**src/rtl/awmc_pkg.sv**
```systemverilog
`default_nettype none
// +--------------------------------------------------------------------+
// | awmc_pkg : shared AWMC encodings, panel state enum and defaults    |
// | rev 1.0                                                            |
// +--------------------------------------------------------------------+
package awmc_pkg;

  localparam logic [2:0] STAGE_IDLE  = 3'b111;
  localparam logic [2:0] STAGE_FILL  = 3'd0;
  localparam logic [2:0] STAGE_WASH  = 3'd1;
  localparam logic [2:0] STAGE_RINSE = 3'd2;
  localparam logic [2:0] STAGE_SPIN  = 3'd3;
  localparam logic [2:0] STAGE_STOP  = 3'd4;

  typedef enum logic [2:0] {
    PS_IDLE     = 3'd0,
    PS_RUN      = 3'd1,
    PS_PAUSED   = 3'd2,
    PS_LID_HOLD = 3'd3,
    PS_DONE     = 3'd4
  } panel_state_t;

  localparam int DEFAULT_DEBOUNCE_CYCLES = 16;
  localparam int DEFAULT_BUZZ_CYCLES     = 200;

endpackage
`default_nettype wire

```
**src/rtl/awmc_debounce.sv**
```systemverilog
`default_nettype none
// +--------------------------------------------------------------------+
// | awmc_debounce : 2-flop synchroniser, counter debounce, rising edge |
// | rev 1.0                                                            |
// +--------------------------------------------------------------------+
module awmc_debounce #(
  parameter int   DEBOUNCE_CYCLES = 16,
  parameter logic RESET_LEVEL     = 1'b0
) (
  input  logic clk,
  input  logic reset,
  input  logic raw,
  output logic level,
  output logic rise
);

  localparam int            CW      = $clog2(DEBOUNCE_CYCLES + 1);
  localparam logic [CW-1:0] CNT_MAX = CW'(DEBOUNCE_CYCLES);

  logic          sync_meta;
  logic          sync_out;
  logic          level_q;
  logic [CW-1:0] cnt;

  // A full count flips the level on the following edge, whatever the sample then.
  always_ff @(posedge clk or posedge reset) begin
    if (reset) begin
      sync_meta <= RESET_LEVEL;
      sync_out  <= RESET_LEVEL;
      level     <= RESET_LEVEL;
      level_q   <= RESET_LEVEL;
      cnt       <= '0;
    end else begin
      sync_meta <= raw;
      sync_out  <= sync_meta;
      level_q   <= level;
      if (cnt == CNT_MAX) begin
        level <= ~level;
        cnt   <= '0;
      end else if (sync_out != level) begin
        cnt <= cnt + 1'b1;
      end else begin
        cnt <= '0;
      end
    end
  end

  assign rise = level & ~level_q;

endmodule
`default_nettype wire

```
**src/rtl/awmc_panel.sv**
```systemverilog
`default_nettype none
// +--------------------------------------------------------------------+
// | awmc_panel : front-panel conditioner and session FSM for the AWMC  |
// | rev 1.0                                                            |
// +--------------------------------------------------------------------+
module awmc_panel
  import awmc_pkg::*;
#(
  parameter int DEBOUNCE_CYCLES = DEFAULT_DEBOUNCE_CYCLES,
  parameter int BUZZ_CYCLES     = DEFAULT_BUZZ_CYCLES
) (
  input  logic       clk,
  input  logic       reset,
  input  logic       btn_start_raw,
  input  logic       btn_pause_raw,
  input  logic       lid_open_raw,
  input  logic       done,
  output logic       start,
  output logic       pause,
  output logic       buzzer,
  output logic [2:0] panel_state
);

  localparam int            BW        = $clog2(BUZZ_CYCLES + 1);
  localparam logic [BW-1:0] BUZZ_MAX  = BW'(BUZZ_CYCLES);
  localparam logic [BW-1:0] BUZZ_LAST = BW'(BUZZ_CYCLES - 1);

  logic start_level;
  logic start_press;
  logic pause_level;
  logic pause_press;
  logic lid_open;
  logic lid_rise_unused;

  panel_state_t  state;
  panel_state_t  next_state;
  logic [BW-1:0] buzz_cnt;
  logic          start_next;
  logic          pause_next;
  logic          buzzer_next;

  awmc_debounce #(.DEBOUNCE_CYCLES(DEBOUNCE_CYCLES), .RESET_LEVEL(1'b0)) u_start (
    .clk(clk), .reset(reset), .raw(btn_start_raw), .level(start_level), .rise(start_press)
  );

  awmc_debounce #(.DEBOUNCE_CYCLES(DEBOUNCE_CYCLES), .RESET_LEVEL(1'b0)) u_pause (
    .clk(clk), .reset(reset), .raw(btn_pause_raw), .level(pause_level), .rise(pause_press)
  );

  // Lid powers up as open so nothing starts until a closed lid has been debounced.
  awmc_debounce #(.DEBOUNCE_CYCLES(DEBOUNCE_CYCLES), .RESET_LEVEL(1'b1)) u_lid (
    .clk(clk), .reset(reset), .raw(lid_open_raw), .level(lid_open), .rise(lid_rise_unused)
  );

  always_ff @(posedge clk or posedge reset) begin
    if (reset) begin
      state    <= PS_IDLE;
      start    <= 1'b0;
      pause    <= 1'b0;
      buzzer   <= 1'b0;
      buzz_cnt <= '0;
    end else begin
      state  <= next_state;
      start  <= start_next;
      pause  <= pause_next;
      buzzer <= buzzer_next;
      if (next_state == PS_DONE && state != PS_DONE) begin
        buzz_cnt <= '0;
      end else if (state == PS_DONE && buzz_cnt != BUZZ_MAX) begin
        buzz_cnt <= buzz_cnt + 1'b1;
      end
    end
  end

  always_comb begin
    next_state = state;
    case (state)
      PS_IDLE: begin
        if (start_press && !lid_open) next_state = PS_RUN;
      end
      PS_RUN: begin
        if (done)             next_state = PS_DONE;
        else if (lid_open)    next_state = PS_LID_HOLD;
        else if (pause_press) next_state = PS_PAUSED;
      end
      PS_PAUSED: begin
        if (lid_open)                        next_state = PS_LID_HOLD;
        else if (pause_press || start_press) next_state = PS_RUN;
      end
      PS_LID_HOLD: begin
        if (start_press && !lid_open) next_state = PS_RUN;
      end
      PS_DONE: begin
        // buzz_cnt counts completed buzzer cycles; this edge completes the last one
        if (start_press || buzz_cnt == BUZZ_LAST) next_state = PS_IDLE;
      end
      default: next_state = PS_IDLE;
    endcase
  end

  always_comb begin
    start_next  = (next_state == PS_RUN) && (state != PS_RUN);
    pause_next  = (next_state == PS_PAUSED) || (next_state == PS_LID_HOLD);
    buzzer_next = (next_state == PS_DONE);
  end

  assign panel_state = state;

endmodule
`default_nettype wire

```
**config.mk**
```make
export PLATFORM = sky130hd
export DESIGN_NAME = awmc_panel
export DESIGN_NICKNAME = d
export VERILOG_FILES = /design/src/rtl/awmc_pkg.sv /design/src/rtl/awmc_debounce.sv /design/src/rtl/awmc_panel.sv
export SDC_FILE = /design/constraint.sdc
export NUM_CORES = 1
export LEC_CHECK = 0
export ABC_AREA = 0
export CAP_MARGIN = 20
export CORE_ASPECT_RATIO = 0.8
export CORE_MARGIN = 4
export CORE_UTILIZATION = 27
export DETAILED_ROUTE_END_ITERATION = 12
export PLACE_DENSITY_LB_ADDON = 0.3
export SLEW_MARGIN = 20
export SYNTH_ARGS = -nofsm -noshare
export SYNTH_HDL_FRONTEND = slang
export SYNTH_SLANG_ARGS = --single-unit
```
**constraint.sdc**
```tcl
create_clock -name clk -period 2.2 [get_ports clk]
set_input_delay 0.33 -clock clk [delete_from_list [all_inputs] [get_ports clk]]
set_output_delay 0.33 -clock clk [all_outputs]
set_load 0.005 [all_outputs]
```
==> results of run 1 <==
[power groups by stage]
stage | Combinational [W] | Sequential [W] | Clock, W
final | 0.0000609 | 0.000771 | 0.000590
after global routing | 0.0000751 | 0.000774 | 0.000634
after CTS | 0.0000641 | 0.000771 | 0.000608
after detailed placement | 0.0000634 | 0.000785 | 0
after global placement | 0.0000638 | 0.000785 | 0
after floorplan | 0.0000425 | 0.000782 | 0
[metal layers]
layer	GRT usage	vias up	wire length, µm
li1	-	595	-
met4	0.0327	0	29
met2	0.107	21	1150
met1	0.121	520	1580
met5	0	-	0
met3	0.0297	5	189
[through the flow]
stage / worst slack (ps) / utilization / instance area, µm² / total power (W) / hold WS, ps
6_report: 397 / 0.329 / 2130 / 0.00142 / 352
3_3_place_gp: 466 / 0.312 / 2020 / 0.000849 / 334
5_1_grt: 304 / 0.329 / 2130 / 0.00148 / 360
3_5_place_dp: 390 / 0.312 / 2020 / 0.000849 / 335
2_1_floorplan: 474 / - / 1820 / 0.000824 / 331
4_1_cts: 386 / 0.329 / 2130 / 0.00144 / 354
[layout by cell type, fill, tap and decap left out, types with 4 or more instances in the layout]
cell type / count
o31ai_1: 8
inv_1: 15
a21oi_1: 4
clkbuf_8: 5
clkdlybuf4s50_1: 11
xor2_1: 11
nand2_1: 11
dfrtp_1: 37
nand3_1: 9
nor2_1: 16
ha_1: 8
nor3_1: 5
xnor2_1: 4
[critical path: stages (launching register included)]
cell and delay (ps):
dfrtp_1 490, or3b_1 550, or4_1 540, a21oi_1 150
[state kept, by name, indices dropped and copies added (netlist names), 3 cells and up]
signal,flops
buzz_cnt,8
u_pause.cnt,5
u_lid.cnt,5
panel_state,3
u_start.cnt,5
[area by class of cell]
class | count | area (µm²) | share of cell area
clock inverters | 2 | 35.0 | 0.0165
clock buffers | 6 | 72.6 | 0.0341
repair buffers | 12 | 118 | 0.0553
inverters | 15 | 56.3 | 0.0265
multi-input cells | 107 | 736 | 0.346
flip-flops and latches | 40 | 1000 | 0.472
well taps | 84 | 105 | 0.0494
[logic make-up after synthesis]
group / synth area share
simple gates: 0.177
mux: 0.0226
compound gates: 0.0768
fa+ha+maj: 0.0549
flops: 0.551
buf+inv: 0.0459
xor+xnor: 0.0720
[worst paths after layout]
check / start / to / slack [ps] / cells after the start
max: panel_state[1]$_DFF_PP0_ / buzz_cnt[5]$_DFFE_PP0P_ / 400 / 3
min: u_start.sync_meta$_DFF_PP0_ / u_start.sync_out$_DFF_PP0_ / 350 / 0
max reg2reg: panel_state[1]$_DFF_PP0_ / buzz_cnt[5]$_DFFE_PP0P_ / 400 / 3
min reg2reg: u_start.sync_meta$_DFF_PP0_ / u_start.sync_out$_DFF_PP0_ / 350 / 0
max in group asynchronous: reset / u_lid.level$_DFFE_PP1N_ / 1370 / 3
min in group asynchronous: reset / u_start.cnt[3]$_DFF_PP0_ / 450 / 3
==> out/results.ini, run 1 <==
[setup_path]
cp-end-kind=register
critPathLaunchType=register
arrival_ps=2020
criticalPathCategory=reg -> reg
cp.required_ps=2420
cp_max_fo=11

[sta]
fin_setup_tns_ps=0
drv_slew=0
rsz0062_at_grt=no
setup_viol=0
fmax_mhz=555
hold_viol=0
period_share=0.820
fin_skew_ps=6.62
max_slew.worst_pin.slew_ps=754
period_needed_ps=1800
timing.slew.headroom=0.484

[finish]
syn_to_final_growth_pct=16.6
layout-drive-gt1-share=0.0714
final_cells=266
nets=195
diodes=0
nFillCells=634

[pwr]
p_int_w=0.00112
pwr-share-seq=0.542
comb_power_share=0.043
clockPowerShare=0.415
ir_worst_vdd_mv=0.235
power_density_mw_per_mm2=669
switching_share=0.213
leakagePower_nw=0.975
switching_power_w=0.000303

[clock_tree]
cts_buffers=5
cts.sinks=40
htreeDepth=2
cts_tree=built
cts_hold_buf=0
clk-insertion-delay-late_ps=290
cts-root-buf=clkbuf_8
clkTransAtPathRegs_ps=80
ctsResizeCount=0
postCtsSetupBuffers=0
clockBufferDepth=2

[placed_design]
numPortBuffers=11
gp_congestion=0.792
dp_hpwl_mm=2.06
dp_cells=258

[floorplan]
rows=26
core-area_mm2=0.00647
die_x_um=99.9
start_util=0.282
die_height_um=81.5
top_level_ports=12
die_area_mm2=0.00814

[synth]
ys.warnings.count=0
synthTopCellsByArea=dfrtp_1, ha_1, xor2_1, dfstp_2, nor2_1
ys_top_cells_by_count=dfrtp_1, nor2_1, inv_1
ys_types=32
synthArstFlopShare=1.00
yosysTopAreaCell=dfrtp_1
yosysTopAreaCellShare=0.508
synthesis.area_mm2=0.00182
yosysSeqAreaShare=0.551
synth_edf_count=0
syn_nets=179
ys_ff_latch=40
synth_most_common_cell=dfrtp_1
syn_area_per_cell_um2=11.1
ys.flop_type=dfrtp_1
synthCells=165

[detailed_routing]
routed_wl_mm=2.94
num_vias=1141
drc=0
vias_per_cell=4.29
ant_nets=0
drt_first_pass_iters=4
wl_per_cell_um=11.1
drt_iter0_drc=59

[outcome]
outcome=finished clean

[grt]
grt_antenna_before_repair=0
grt_util_all_layers=0.0822
first_global_vias=1083
grt_pass1_wl_mm=5.23
grt_overflow_total=0
grt_max_degree=41

[worst_hold_path]
hold_path_class=reg -> reg

[job]
max_cap_violations=0

Power figures use the tool's default switching activity.
==> run 2: changes to the inputs <==
==> constraint.sdc (replaced) <==
create_clock -name clk -period 1.5 [get_ports clk]
set_input_delay 0.225 -clock clk [delete_from_list [all_inputs] [get_ports clk]]
set_output_delay 0.225 -clock clk [all_outputs]
set_load 0.005 [all_outputs]
==> run 2 against run 1 <==
Effect of this change: the flow now finishes with violations (negative setup slack); final area rose by 8.5%; final cell count rose by 7.1%; die area did not move; non-clock buffer count rose by 19; global-route usage rose by 1.2 points; sequential power rose by 47%; via count rose by 11%; critical path depth did not move; critical path type unchanged; largest power group unchanged; combinational power rose by 64%; largest cell class unchanged; clock skew barely moved.
==> out/results.ini, run 2 (synthesis gave the netlist of run 1 again) <==
[floorplan]
die_area_mm2=0.00814  ; unchanged
die_x_um=99.9  ; unchanged
rows=26  ; unchanged
start_util=0.282  ; unchanged
top_level_ports=12  ; unchanged
core-area_mm2=0.00647  ; unchanged
die_height_um=81.5  ; unchanged

[placed_design]
dp_hpwl_mm=2.21  ; was 2.06 mm
gp_congestion=0.736  ; was 0.792
numPortBuffers=11  ; unchanged
pre_cts_slack_ps=-71.8  ; was 390 ps

[sta]
fin_skew_ps=6.64  ; was 6.62 ps
fin_ws_ps=-9.84  ; was 397 ps
drv_slew=0  ; unchanged
max_slew.worst_pin.slew_ps=450  ; was 754 ps
fmax_mhz=662  ; was 555 MHz
setup_viol=1  ; was 0
period_share=1.01  ; was 0.820
fin_hold_ws_ps=281  ; was 352 ps
rsz0062_at_grt=yes  ; was no
period_needed_ps=1510  ; was 1800 ps
fin_setup_tns_ps=-9.84  ; was 0 ps
hold_viol=0  ; unchanged
timing.slew.headroom=0.692  ; was 0.484

[outcome]
outcome=finished with violations  ; was finished clean
violations=negative setup slack

[detailed_routing]
wl_met2_mm=1.40  ; was 1.15 mm
wl_per_cell_um=11.6  ; was 11.1 µm
vias_per_cell=4.46  ; was 4.29
ant_nets=0  ; unchanged
met3RoutedLength_um=151  ; was 189 µm
top_layer=met4  ; unchanged
num_vias=1271  ; was 1141
drt_first_pass_iters=4  ; unchanged
drc=0  ; unchanged
drt_iter0_drc=67  ; was 59
wl_met1_mm=1.70  ; was 1.58 mm
routed_wl_mm=3.31  ; was 2.94 mm

[grt]
grt_antenna_before_repair=0  ; unchanged
grt_overflow_total=0  ; unchanged
grt_util_all_layers=0.0942  ; was 0.0822
first_global_vias=1219  ; was 1083
grt_max_degree=41  ; unchanged
grt_pass1_wl_mm=5.94  ; was 5.23 mm

[setup_path]
reg2regPathDepth=3  ; unchanged
critPathLaunchType=register  ; unchanged
r2r_slack_ps=-10  ; was 400 ps
r2r-start=panel_state[0]$_DFF_PP0_  ; was panel_state[1]$_DFF_PP0_
cp_max_fo=5  ; was 11
cp-end-kind=register  ; unchanged
r2r_end=buzz_cnt[5]$_DFFE_PP0P_  ; unchanged
arrival_ps=1730  ; was 2020 ps
crit_start=panel_state[0]$_DFF_PP0_  ; was panel_state[1]$_DFF_PP0_
crit_path_end=buzz_cnt[5]$_DFFE_PP0P_  ; unchanged
cp.required_ps=1720  ; was 2420 ps
criticalPathCategory=reg -> reg  ; unchanged

[clock_tree]
cts_tree=built  ; unchanged
cts-root-buf=clkbuf_8  ; unchanged
htreeDepth=2  ; unchanged
clockBufferDepth=2  ; unchanged
clkTransAtPathRegs_ps=80  ; about the same
clk-insertion-delay-late_ps=290  ; about the same
cts_hold_buf=0  ; unchanged
cts_buffers=5  ; unchanged
cts.sinks=40  ; unchanged

[job]
max_cap_violations=0  ; unchanged

[pwr]
comb_power_share=0.051  ; was 0.043
power_density_mw_per_mm2=855  ; was 669 mW/mm²
switching_power_w=0.000452  ; was 0.000303 W
leakagePower_nw=1.10  ; was 0.975 nW
ir_worst_vdd_mv=0.449  ; was 0.235 mV
p_int_w=0.00152  ; was 0.00112 W
clockPowerShare=0.376  ; was 0.415
pwr-share-seq=0.573  ; was 0.542
switching_share=0.229  ; was 0.213

[finish]
mostFrequentLayoutCells=dfrtp_1, buf_4, nor2_1  ; was dfrtp_1, nor2_1, inv_1
layout-drive-gt1-share=0.204  ; was 0.0714
largest_register_ffs=8  ; unchanged
largest_register=buzz_cnt  ; unchanged
diodes=0  ; unchanged
final_common_cell=dfrtp_1  ; unchanged
syn_to_final_growth_pct=26.5  ; was 16.6%
multi_input_area_um2=773  ; was 736 µm²
nFillCells=658  ; was 634
seq_area_mm2=0.00100  ; unchanged
nets=214  ; was 195

[worst_hold_path]
hold_path_class=in -> async  ; was reg -> reg

## run 2: metal layers
metal	vias to the layer above	track usage
met5	-	0
met4	0	0.0532
met3	4	0.0272
met2	28	0.126
met1	610	0.134
li1	629	-
## run 2: final cells by class
| type | count | area share |
|---|---|---|
| clock buffer | 6 | 0.0358 |
| inverter | 15 | 0.0244 |
| timing repair buffer | 31 | 0.120 |
| clock inverter | 2 | 0.00434 |
| tap | 84 | 0.0455 |
| multi-input combinational | 107 | 0.335 |
| sequential | 40 | 0.435 |
## run 2: how the worst min path moves through the flow
stage / slack (ps) / from / endpoint
after floorplan: 230 / lid_open_raw / u_lid.sync_meta$_DFF_PP1_
after global placement: 330 / u_start.sync_meta$_DFF_PP0_ / u_start.sync_out$_DFF_PP0_
after detailed placement: 340 / u_start.sync_meta$_DFF_PP0_ / u_start.sync_out$_DFF_PP0_
after CTS: 280 / reset / buzz_cnt[1]$_DFFE_PP0P_
after global routing: 300 / reset / u_pause.cnt[2]$_DFF_PP0_
final: 280 / reset / u_start.sync_meta$_DFF_PP0_
## run 2: power by group through the flow
stage	Clock, W	Combinational (W)	Sequential (W)
2_1_floorplan	0	0.0000623	0.00115
3_3_place_gp	0	0.000103	0.00115
3_5_place_dp	0	0.000104	0.00115
4_1_cts	0.000781	0.000105	0.00113
5_1_grt	0.000834	0.000120	0.00114
6_report	0.000743	0.000100	0.00113
## run 2: stage by stage
step | area [µm²] | utilization | instances | power, W
global route | 2310 | 0.357 | 285 | 0.00209
finish | 2310 | 0.357 | 285 | 0.00197
global placement | 2170 | 0.335 | 276 | 0.00125
CTS | 2270 | 0.351 | 284 | 0.00202
detailed placement | 2170 | 0.335 | 276 | 0.00126
floorplan | 1830 | - | 165 | 0.00121
## run 2: what timing repair did
action,in CTS,in global routing
setup endpoints to repair,7,6
buffers inserted,0,1
pin swaps,0,1
resized for setup,7,7
## run 2: worst max-delay path, cell delays in order (launching register included)
cell     delay, ps
dfrtp_1        380
or3b_4         440
or4_4          490
a21oi_1        140
==> run 3: changes to the inputs <==
--- a/config.mk
+++ b/config.mk
@@ -5,8 +5,9 @@
 export SDC_FILE = /design/constraint.sdc
 export NUM_CORES = 1
 export LEC_CHECK = 0
-export ABC_AREA = 0
 export CAP_MARGIN = 20
+export CELL_PAD_IN_SITES_DETAIL_PLACEMENT = 1
+export CELL_PAD_IN_SITES_GLOBAL_PLACEMENT = 2
 export CORE_ASPECT_RATIO = 0.8
 export CORE_MARGIN = 4
 export CORE_UTILIZATION = 27
==> run 3 against run 2 <==
Effect of this change: the run still ends with negative setup slack left; critical path depth unchanged; final cell count up 0.35%; die area unchanged; clock skew about the same; worst hold slack better by 8.3 ps; register-to-register slack worse by 60 ps; critical path type unchanged; largest power group unchanged; highest routed layer unchanged.
==> out/results.ini, run 3 (synthesis gave the netlist of run 1 again) <==
[outcome]
outcome=finished with violations  ; unchanged
violations=negative setup slack  ; unchanged

[sta]
drv_slew=0  ; unchanged
rsz0062_at_grt=yes  ; unchanged
max_slew.worst_pin.slew_ps=337  ; was 450 ps
period_share=1.05  ; was 1.01
fin_skew_ps=6.93  ; was 6.64 ps
timing.slew.headroom=0.775  ; was 0.692
fin_hold_ws_ps=289  ; was 281 ps
setup_viol=3  ; was 1
period_needed_ps=1570  ; was 1510 ps
hold_viol=0  ; unchanged
fin_ws_ps=-68.0  ; was -9.84 ps
fmax_mhz=638  ; was 662 MHz

[pwr]
switching_power_w=0.000443  ; was 0.000452 W
clockPowerShare=0.411  ; was 0.376
power_density_mw_per_mm2=893  ; was 855 mW/mm²
pwr-share-seq=0.541  ; was 0.573
p_int_w=0.00165  ; was 0.00152 W
comb_power_share=0.048  ; was 0.051
leakagePower_nw=1.11  ; was 1.10 nW
switching_share=0.212  ; was 0.229
ir_worst_vdd_mv=0.256  ; was 0.449 mV

[clock_tree]
clkTransAtPathRegs_ps=80  ; about the same
clockBufferDepth=2  ; unchanged
cts_tree=built  ; unchanged
cts-root-buf=clkbuf_8  ; unchanged
cts_buffers=5  ; unchanged
clk-insertion-delay-late_ps=290  ; about the same
htreeDepth=2  ; unchanged
cts.sinks=40  ; unchanged
cts_hold_buf=0  ; unchanged

[grt]
grt_pass1_wl_mm=6.41  ; was 5.94 mm
grt_antenna_before_repair=0  ; unchanged
grt_util_all_layers=0.0986  ; was 0.0942
grt_max_degree=41  ; unchanged
first_global_vias=1423  ; was 1219
grt_overflow_total=0  ; unchanged

[setup_path]
criticalPathCategory=reg -> reg  ; unchanged
cp-end-kind=register  ; unchanged
crit_start=panel_state[0]$_DFF_PP0_  ; unchanged
r2r-start=panel_state[0]$_DFF_PP0_  ; unchanged
cp_max_fo=5  ; unchanged
arrival_ps=1790  ; was 1730 ps
critPathLaunchType=register  ; unchanged
cp.required_ps=1720  ; about the same

[detailed_routing]
drt_iter0_drc=14  ; was 67
wl_per_cell_um=12.7  ; was 11.6 µm
routed_wl_mm=3.64  ; was 3.31 mm
drc=0  ; unchanged
drt_first_pass_iters=2  ; was 4
num_vias=1295  ; was 1271
vias_per_cell=4.53  ; was 4.46
ant_nets=0  ; unchanged

[finish]
nFillCells=722  ; was 658
nets=215  ; was 214
multi_input_area_um2=777  ; was 773 µm²
largest_register=buzz_cnt  ; unchanged
mostFrequentLayoutCells=dfrtp_1, nor2_1, buf_4  ; was dfrtp_1, buf_4, nor2_1
final_core_util=0.362  ; was 0.357
final_common_cell=dfrtp_1  ; unchanged
syn_to_final_growth_pct=28.4  ; was 26.5%
largest_register_ffs=8  ; unchanged
diodes=0  ; unchanged
layout-drive-gt1-share=0.198  ; was 0.204
seq_area_mm2=0.00100  ; unchanged

[placed_design]
gp_congestion=0.786  ; was 0.736
dp_hpwl_mm=2.68  ; was 2.21 mm
numPortBuffers=11  ; unchanged

[floorplan]
top_level_ports=12  ; unchanged
die_x_um=99.9  ; unchanged
die_area_mm2=0.00814  ; unchanged
core-area_mm2=0.00647  ; unchanged
start_util=0.282  ; unchanged
rows=26  ; unchanged
die_height_um=81.5  ; unchanged

[job]
max_cap_violations=0  ; unchanged

[worst_hold_path]
hold_path_class=in -> async  ; unchanged

==> run 3: cell count changes in the layout (fill, tap and decap cells not counted), moves of 2 or more <==
| cell | previous run | this run |
|---|---|---|
| a2111oi_1 | 0 | 2 |
| a21oi_2 | 1 | 3 |
| buf_6 | 2 | 4 |
| a21oi_1 | 3 | 1 |
==> run 3: critical path: stages (launching register included) <==
cell and delay [ps]:
dfrtp_1 410, or3b_4 450, or4_1 500, a21oi_2 140
==> run 3: through the flow <==
step	power, W	TNS (ps)	setup slack, ps	instance area (µm²)	std cells
floorplan	0.00121	-313	-172	1830	165
detailed placement	0.00126	-83.5	-41.2	2160	275
global placement	0.00125	0	19.1	2160	275
global route	0.00221	-427	-122	2340	286
CTS	0.00213	-75.8	-29.7	2310	286
finish	0.00209	-156	-68.0	2340	286
==> run 3: power by group through the flow <==
stage                     sequential, W  clock, W  combinational, W
after floorplan                 0.00115         0         0.0000623
after global placement          0.00115         0         0.0000994
after detailed placement        0.00115         0          0.000106
after CTS                       0.00113  0.000893          0.000106
after global routing            0.00114  0.000952          0.000120
final                           0.00113  0.000859          0.000101
==> run 3: cell type report <==
cell class | instances | share of cell area
multi-input cells | 107 | 0.332
clock buffers | 6 | 0.0310
repair buffers | 32 | 0.124
inverters | 15 | 0.0240
clock inverters | 2 | 0.0150
flip-flops and latches | 40 | 0.429
well taps | 84 | 0.0449
==> run 3: repair_timing <==
| item | 4_1_cts | 5_1_grt |
|---|---|---|
| pin swaps | 0 | 3 |
| setup buffers | 3 | 1 |
| resized for setup | 10 | 7 |
| hold endpoints to repair | 0 | 0 |
| endpoints found under the setup margin | 8 | 10 |
==> run 3: worst paths after layout <==
path | endpoint | slack [ps] | cells after the start
worst max-delay path | buzz_cnt[5]$_DFFE_PP0P_ | -70 | 3
worst min-delay path | u_start.level_q$_DFF_PP0_ | 290 | 3
max in group asynchronous | u_lid.level$_DFFE_PP1N_ | 960 | 3
worst max register to register | buzz_cnt[5]$_DFFE_PP0P_ | -70 | 3
worst min register to register | u_start.sync_out$_DFF_PP0_ | 350 | 0
min in group clk | u_lid.sync_meta$_DFF_PP1_ | 340 | 1
==> run 3: metal layers <==
layer | up-vias | track usage | part of all wire
li1 | 633 | - | -
met1 | 643 | 0.122 | 0.47
met2 | 14 | 0.168 | 0.48
met3 | 5 | 0.0238 | 0.038
met4 | 0 | 0.0368 | 0.011
met5 | - | 0 | 0
